File: src/rtl/spm_pkg.sv
// spm_pkg: shared types and default sizes for the SPM memory/external-load port.
//   spm_state_e : arbitration FSM states (IDLE, EXT_WR, HOLD)
//   SPM_DW      : default data word width
//   SPM_AW      : default address width (DEPTH = 2**AW)
package spm_pkg;

    typedef enum logic [1:0] {
        IDLE   = 2'd0,
        EXT_WR = 2'd1,
        HOLD   = 2'd2
    } spm_state_e;

    localparam int unsigned SPM_DW = 8;
    localparam int unsigned SPM_AW = 8;

endpackage

File: src/rtl/spm_sync.sv
// spm_sync: single-bit N-stage synchroniser with asynchronous active-low reset.
//   clk : destination clock
//   rst : asynchronous active-low reset, clears every stage
//   d   : asynchronous input
//   q   : synchronised output (STAGES clk edges of latency)
module spm_sync #(
    parameter int unsigned STAGES = 2
) (
    input  logic clk,
    input  logic rst,
    input  logic d,
    output logic q
);

    logic [STAGES-1:0] ff;

    always_ff @(posedge clk or negedge rst) begin
        if (!rst) begin
            ff <= '0;
        end else begin
            ff <= {ff[STAGES-2:0], d};
        end
    end

    assign q = ff[STAGES-1];

endmodule

File: src/rtl/spm_ext_mem_port.sv
// spm_ext_mem_port: DEPTH-word RAM shared between pad loading and the SPM core.
//   clk, rst    : clock, asynchronous active-low reset
//   ext_write   : async pad strobe, each rising edge requests one write
//   ext_auto    : 1 = write at internal pointer, 0 = write at ext_addr
//   ext_addr    : pad address (write target and readback address)
//   ext_data    : pad write data
//   ext_wrap    : sticky flag, auto pointer wrapped DEPTH-1 -> 0
//   cpu_req/we/addr/wdata : core access request
//   cpu_ready   : core request accepted when cpu_req & cpu_ready
//   cpu_rdata   : read data, valid with cpu_rvalid
//   cpu_rvalid  : one-cycle pulse after an accepted read
//   memory_bus  : registered readback of mem[ext_addr]
//   io_oeb      : output-enable bar for memory_bus pads
module spm_ext_mem_port
    import spm_pkg::*;
#(
    parameter int unsigned DW          = SPM_DW,
    parameter int unsigned AW          = SPM_AW,
    parameter int unsigned SYNC_STAGES = 2
) (
    input  logic          clk,
    input  logic          rst,
    input  logic          ext_write,
    input  logic          ext_auto,
    input  logic [AW-1:0] ext_addr,
    input  logic [DW-1:0] ext_data,
    output logic          ext_wrap,
    input  logic          cpu_req,
    input  logic          cpu_we,
    input  logic [AW-1:0] cpu_addr,
    input  logic [DW-1:0] cpu_wdata,
    output logic          cpu_ready,
    output logic [DW-1:0] cpu_rdata,
    output logic          cpu_rvalid,
    output logic [DW-1:0] memory_bus,
    output logic [DW-1:0] io_oeb
);

    localparam int unsigned DEPTH = 2 ** AW;

    logic [DW-1:0] mem [DEPTH];

    spm_state_e    state, state_next;
    logic          write_sync, write_prev, write_edge;
    logic          auto_sync, auto_prev, auto_fall;
    logic [AW-1:0] ptr;
    logic [AW-1:0] waddr;
    logic          ext_we;
    logic          fsm_ready;
    logic          cpu_rd, cpu_wr;

    spm_sync #(.STAGES(SYNC_STAGES)) u_sync_write (
        .clk (clk),
        .rst (rst),
        .d   (ext_write),
        .q   (write_sync)
    );

    spm_sync #(.STAGES(SYNC_STAGES)) u_sync_auto (
        .clk (clk),
        .rst (rst),
        .d   (ext_auto),
        .q   (auto_sync)
    );

    always_ff @(posedge clk or negedge rst) begin
        if (!rst) begin
            write_prev <= 1'b0;
            auto_prev  <= 1'b0;
        end else begin
            write_prev <= write_sync;
            auto_prev  <= auto_sync;
        end
    end

    assign write_edge = write_sync & ~write_prev;
    assign auto_fall  = ~auto_sync & auto_prev;

    always_ff @(posedge clk or negedge rst) begin
        if (!rst) begin
            state <= IDLE;
        end else begin
            state <= state_next;
        end
    end

    // HOLD gives the core one guaranteed ready cycle between back-to-back pad writes.
    always_comb begin
        state_next = state;
        fsm_ready  = 1'b1;
        case (state)
            IDLE: begin
                if (write_edge) state_next = EXT_WR;
            end
            EXT_WR: begin
                fsm_ready  = 1'b0;
                state_next = write_edge ? HOLD : IDLE;
            end
            HOLD: begin
                state_next = EXT_WR;
            end
            default: begin
                state_next = IDLE;
            end
        endcase
    end

    assign cpu_ready = fsm_ready & rst;
    assign ext_we    = (state == EXT_WR);
    assign waddr     = auto_sync ? ptr : ext_addr;
    assign cpu_rd    = cpu_req & cpu_ready & ~cpu_we;
    assign cpu_wr    = cpu_req & cpu_ready & cpu_we;

    always_ff @(posedge clk or negedge rst) begin
        if (!rst) begin
            ptr      <= '0;
            ext_wrap <= 1'b0;
        end else if (auto_fall) begin
            ptr <= '0;
        end else if (ext_we && auto_sync) begin
            ptr <= ptr + 1'b1;
            if (ptr == '1) ext_wrap <= 1'b1;
        end
    end

    always_ff @(posedge clk or negedge rst) begin
        if (!rst) begin
            io_oeb <= '1;
        end else begin
            io_oeb <= '0;
        end
    end

    // Single write port: EXT_WR deasserts cpu_ready, so the two sources never collide.
    always_ff @(posedge clk) begin
        if (ext_we) begin
            mem[waddr] <= ext_data;
        end else if (cpu_wr) begin
            mem[cpu_addr] <= cpu_wdata;
        end
    end

    always_ff @(posedge clk or negedge rst) begin
        if (!rst) begin
            cpu_rdata  <= '0;
            cpu_rvalid <= 1'b0;
            memory_bus <= '0;
        end else begin
            cpu_rvalid <= cpu_rd;
            if (cpu_rd) cpu_rdata <= mem[cpu_addr];
            memory_bus <= mem[ext_addr];
        end
    end

endmodule

File: config.mk
export PLATFORM = sky130hd
export DESIGN_NAME = spm_ext_mem_port
export DESIGN_NICKNAME = d
export VERILOG_FILES = /design/src/rtl/spm_pkg.sv /design/src/rtl/spm_sync.sv /design/src/rtl/spm_ext_mem_port.sv
export SDC_FILE = /design/constraint.sdc
export NUM_CORES = 2
export LEC_CHECK = 0
export CORE_MARGIN = 1.5
export CORE_UTILIZATION = 50
export DETAILED_ROUTE_END_ITERATION = 6
export GPL_ROUTABILITY_DRIVEN = 0
export PLACE_DENSITY = 0.66
export SETUP_SLACK_MARGIN = 0.3
export SYNTH_ARGS = -nofsm -noshare
export SYNTH_HDL_FRONTEND = slang
export SYNTH_SLANG_ARGS = --single-unit
File: constraint.sdc
create_clock -name clk -period 3.1 [get_ports clk]
set_input_delay 0.62 -clock clk [delete_from_list [all_inputs] [get_ports clk]]
set_output_delay 0.62 -clock clk [all_outputs]
set_load 0.01 [all_outputs]
==> results.sh <==
export IMPL_grt_ovfl_total=0
export IMPL_io_pins=65
export IMPL_clk_pin_slew_ns=0.06
export IMPL_area_growth_pct=20.1
export IMPL_power_density_nw_per_um2=547
export IMPL_cts_sinks=2083
export IMPL_firstDrtPassIters=7
export IMPL_layout_cells_most_common_list="edfxtp_1 (2048), mux4_2 (955), buf_4 (823)"
export IMPL_nets=5971
export IMPL_layout_cells_most_common="edfxtp_1"
export IMPL_ys_seq_area_frac=0.647
export IMPL_post_route_period_util=0.976
export IMPL_dieArea_um2=196000
export IMPL_drv_cap=0
export IMPL_start_util=0.502
export IMPL_startpoint_type="input pin"
export IMPL_cts_tree="yes"
export IMPL_clock_latency_ns=0.88
export IMPL_path_max_fanout=28
export IMPL_hold_path_end="u_sync_write.ff[0]"
export IMPL_setup_violations=0
export IMPL_vias_per_cell=6.98
export IMPL_grt_pass1_wl_um=452000
export IMPL_synth_edff_count=2048
export IMPL_syn_avg_cell_area_um2=19.2
export IMPL_max_slew_margin=0.418
export IMPL_dp_cells=8238
export IMPL_vias=60300
export IMPL_synth_async_sr_flop_share=0.0168
export IMPL_grt_use_total=0.329
export IMPL_root_buffer="clkbuf_16"
export IMPL_hpwlAfterDp_um=229000
export IMPL_ant_nets=0
export IMPL_slowest_stage="a21oi_1"
export IMPL_wl_per_cell_um=37.4
export IMPL_setup_tns_ns=0
export IMPL_cpMostUsedCell="buf_4"
export IMPL_min_delay_path_class="input pin to register"
export IMPL_slew_violations=0
export IMPL_dieWidth_um=442
export IMPL_synth_distinct_cells=63
export IMPL_core_um2=192000
export IMPL_syn_num_nets=5060
export IMPL_num_fill_cells=13800
export IMPL_cts_buffers_inserted=209
export IMPL_reg2reg_depth=8
export IMPL_dieHeight_um=442
export IMPL_rows=161
export IMPL_tightest_slew_ns=0.850
export IMPL_drt_total_wl_um=323000
export IMPL_synth_seq_cells=2083
export IMPL_status="finished with violations"
export IMPL_violations="DRC"
export IMPL_grt_max_degree=117
export IMPL_max_clock_freq_mhz=331
export IMPL_syn_inst=5021
export IMPL_power_w=0.0634
export IMPL_port_buffers=64
export IMPL_min_period_ns=3.02
export IMPL_grt_pass1_vias=59700
export IMPL_cp_data_required_time_ns=3.91
export IMPL_crit_type="input pin to register"
export IMPL_htreeDepth=4
export IMPL_post_route_util=0.603
export IMPL_r2r_setup_slack_ns=0.23
export IMPL_drive_above_1_share=0.401
export IMPL_ir_drop_mv=0.494
export IMPL_worstHoldPathCells=1
export IMPL_finalHoldViolations=0
export IMPL_ys_flop_type="edfxtp_1"
export IMPL_drt_iter0_drc=8876
export IMPL_end_kind="register"
export IMPL_reg2reg_from="mem[242][1]"
export IMPL_clock_path_buffers=3
export IMPL_antenna_found_initial=13
export IMPL_synth_area_um2=96500
export IMPL_timing_rr_end="memory_bus[1]"
export IMPL_cp_data_arrival_time_ns=3.83
export IMPL_slowest_delay_ns=0.61
export IMPL_min_from="ext_write"
export IMPL_finClkSkew_ns=0.0574
export IMPL_drc=27
export IMPL_yosys_warnings=0
export IMPL_p_leak_nw=38.0
export IMPL_rsz0062_at_grt="true"
export IMPL_fin_cells=8640
export IMPL_cp_cell_sequence="clkdlybuf4s50_1 -> buf_4 -> nor2b_4 -> buf_12 -> buf_4 -> a22oi_1 -> a21oi_1 -> nor4_2 -> o22ai_1 -> or2_1"
Yosys cell counts (5+ instances only):
cell	count	area, µm²
a211oi_1	13	97.6
o221ai_1	31	272
mux2i_1	191	1910
nand2_1	102	383
a21oi_1	167	836
buf_2	111	556
and3_1	7	43.8
or2_1	8	50.1
nand2b_1	19	119
nand3_1	45	225
mux4_2	955	21500
buf_1	33	124
o311ai_1	7	61.3
inv_1	5	18.8
mux4_1	6	158
a22o_1	21	184
o31ai_1	7	52.6
o211ai_1	14	105
o221ai_2	7	105
o2111ai_1	8	70.1
a2111oi_0	8	70.1
nand4_1	11	68.8
nor2b_1	12	75.1
buf_4	34	255
a22oi_1	313	2350
nor2_1	288	1080
edfxtp_1	2048	61500
mux2_2	23	259
dfrtp_1	34	851
o21ai_0	43	215
nor4_1	32	200
clkbuf_1	192	721
or3_1	16	100
o22ai_1	69	432
buf_6	34	383
a31oi_1	9	56.3
buf_12	11	220
a221oi_1	29	254
and2_1	15	93.8
per-stage QoR:
stage / hold slack, ns / setup WS [ns] / instance area, µm²
4_1_cts: 0.157 / 0.225 / 115000
2_1_floorplan: 0.324 / -0.303 / 96500
5_1_grt: 0.182 / 0.167 / 116000
6_report: 0.200 / 0.0752 / 116000
3_3_place_gp: 0.336 / -0.770 / 108000
3_5_place_dp: 0.338 / -0.795 / 108000
cell type report:
| type | count | area [µm²] | share of cell area |
|---|---|---|---|
| Clock inverter | 117 | 1230 | 0.0106 |
| Tap cell | 2526 | 3160 | 0.0273 |
| Multi-Input combinational cell | 2514 | 32300 | 0.279 |
| Clock buffer | 270 | 5590 | 0.0483 |
| Inverter | 6 | 25.0 | 0.000216 |
| Antenna cell | 6 | 15.0 | 0.000130 |
| Sequential cell | 2083 | 62400 | 0.538 |
| Timing Repair Buffer | 1118 | 11100 | 0.0961 |
state kept, by name (all words and copies together), names as in the netlist:
| register | flops |
|---|---|
| mem | 2048 |
| u_sync_write.ff | 2 |
| io_oeb | 1 |
| u_sync_auto.ff | 2 |
| cpu_rvalid | 1 |
| write_prev | 1 |
| cpu_rdata | 8 |
| memory_bus | 8 |
| ext_wrap | 1 |
| state | 2 |
| ptr | 8 |
| auto_prev | 1 |
cells by family after synthesis:
| family | after synthesis | synth area share |
|---|---|---|
| simple gates | 578 | 0.0271 |
| buf+inv | 424 | 0.0241 |
| mux | 1175 | 0.247 |
| flops | 2083 | 0.647 |
| fa+ha+maj | 1 | 0.000130 |
| other cells | 1 | 0.0000389 |
| compound gates | 759 | 0.0550 |
metal layers:
metal  share of wire  track usage  up-vias
met4           0.065        0.178       10
met5         0.00021            0        -
met1            0.35        0.435    31700
li1                -            -    23600
met3            0.12       0.0799      824
met2            0.47        0.509     4240
how the worst max path moves through the flow:
stage | start | to | slack [ns] | depth (start not counted)
floorplan | cpu_we | mem[0][0] | -0.30 | 3
global placement | ext_addr[2] | memory_bus[1] | -0.77 | 11
detailed placement | ext_addr[0] | memory_bus[1] | -0.80 | 11
CTS | ext_addr[0] | memory_bus[4] | 0.22 | 10
global route | ext_addr[2] | memory_bus[6] | 0.17 | 10
finish | ext_addr[2] | memory_bus[6] | 0.08 | 10
worst max-delay path, delay by kind of cell:
| kind | cells | cell delay (ns) |
|---|---|---|
| buffers and inverters | 4 | 1.36 |
| and+or+nand+nor | 3 | 0.56 |
| AOI/OAI and AO/OA | 3 | 1.22 |
power breakdown:
part | switching, W | leakage, nW | internal, W | total, W
Sequential | 0.000156 | 18.8 | 0.0312 | 0.0313
Combinational | 0.00385 | 15.9 | 0.00271 | 0.00656
Clock | 0.0110 | 3.30 | 0.0145 | 0.0255
Total | 0.0150 | 38.0 | 0.0484 | 0.0634
what timing repair did:
action	4_1_cts	5_1_grt
hold endpoints to repair	34	0
hold buffers	2	0
cloned	0	2
endpoints found under the setup margin	1945	1650
gates resized for setup	49	95
pin swaps	1	1
setup buffers	1	4
No activity file was read; power rests on OpenSTA's default activity.
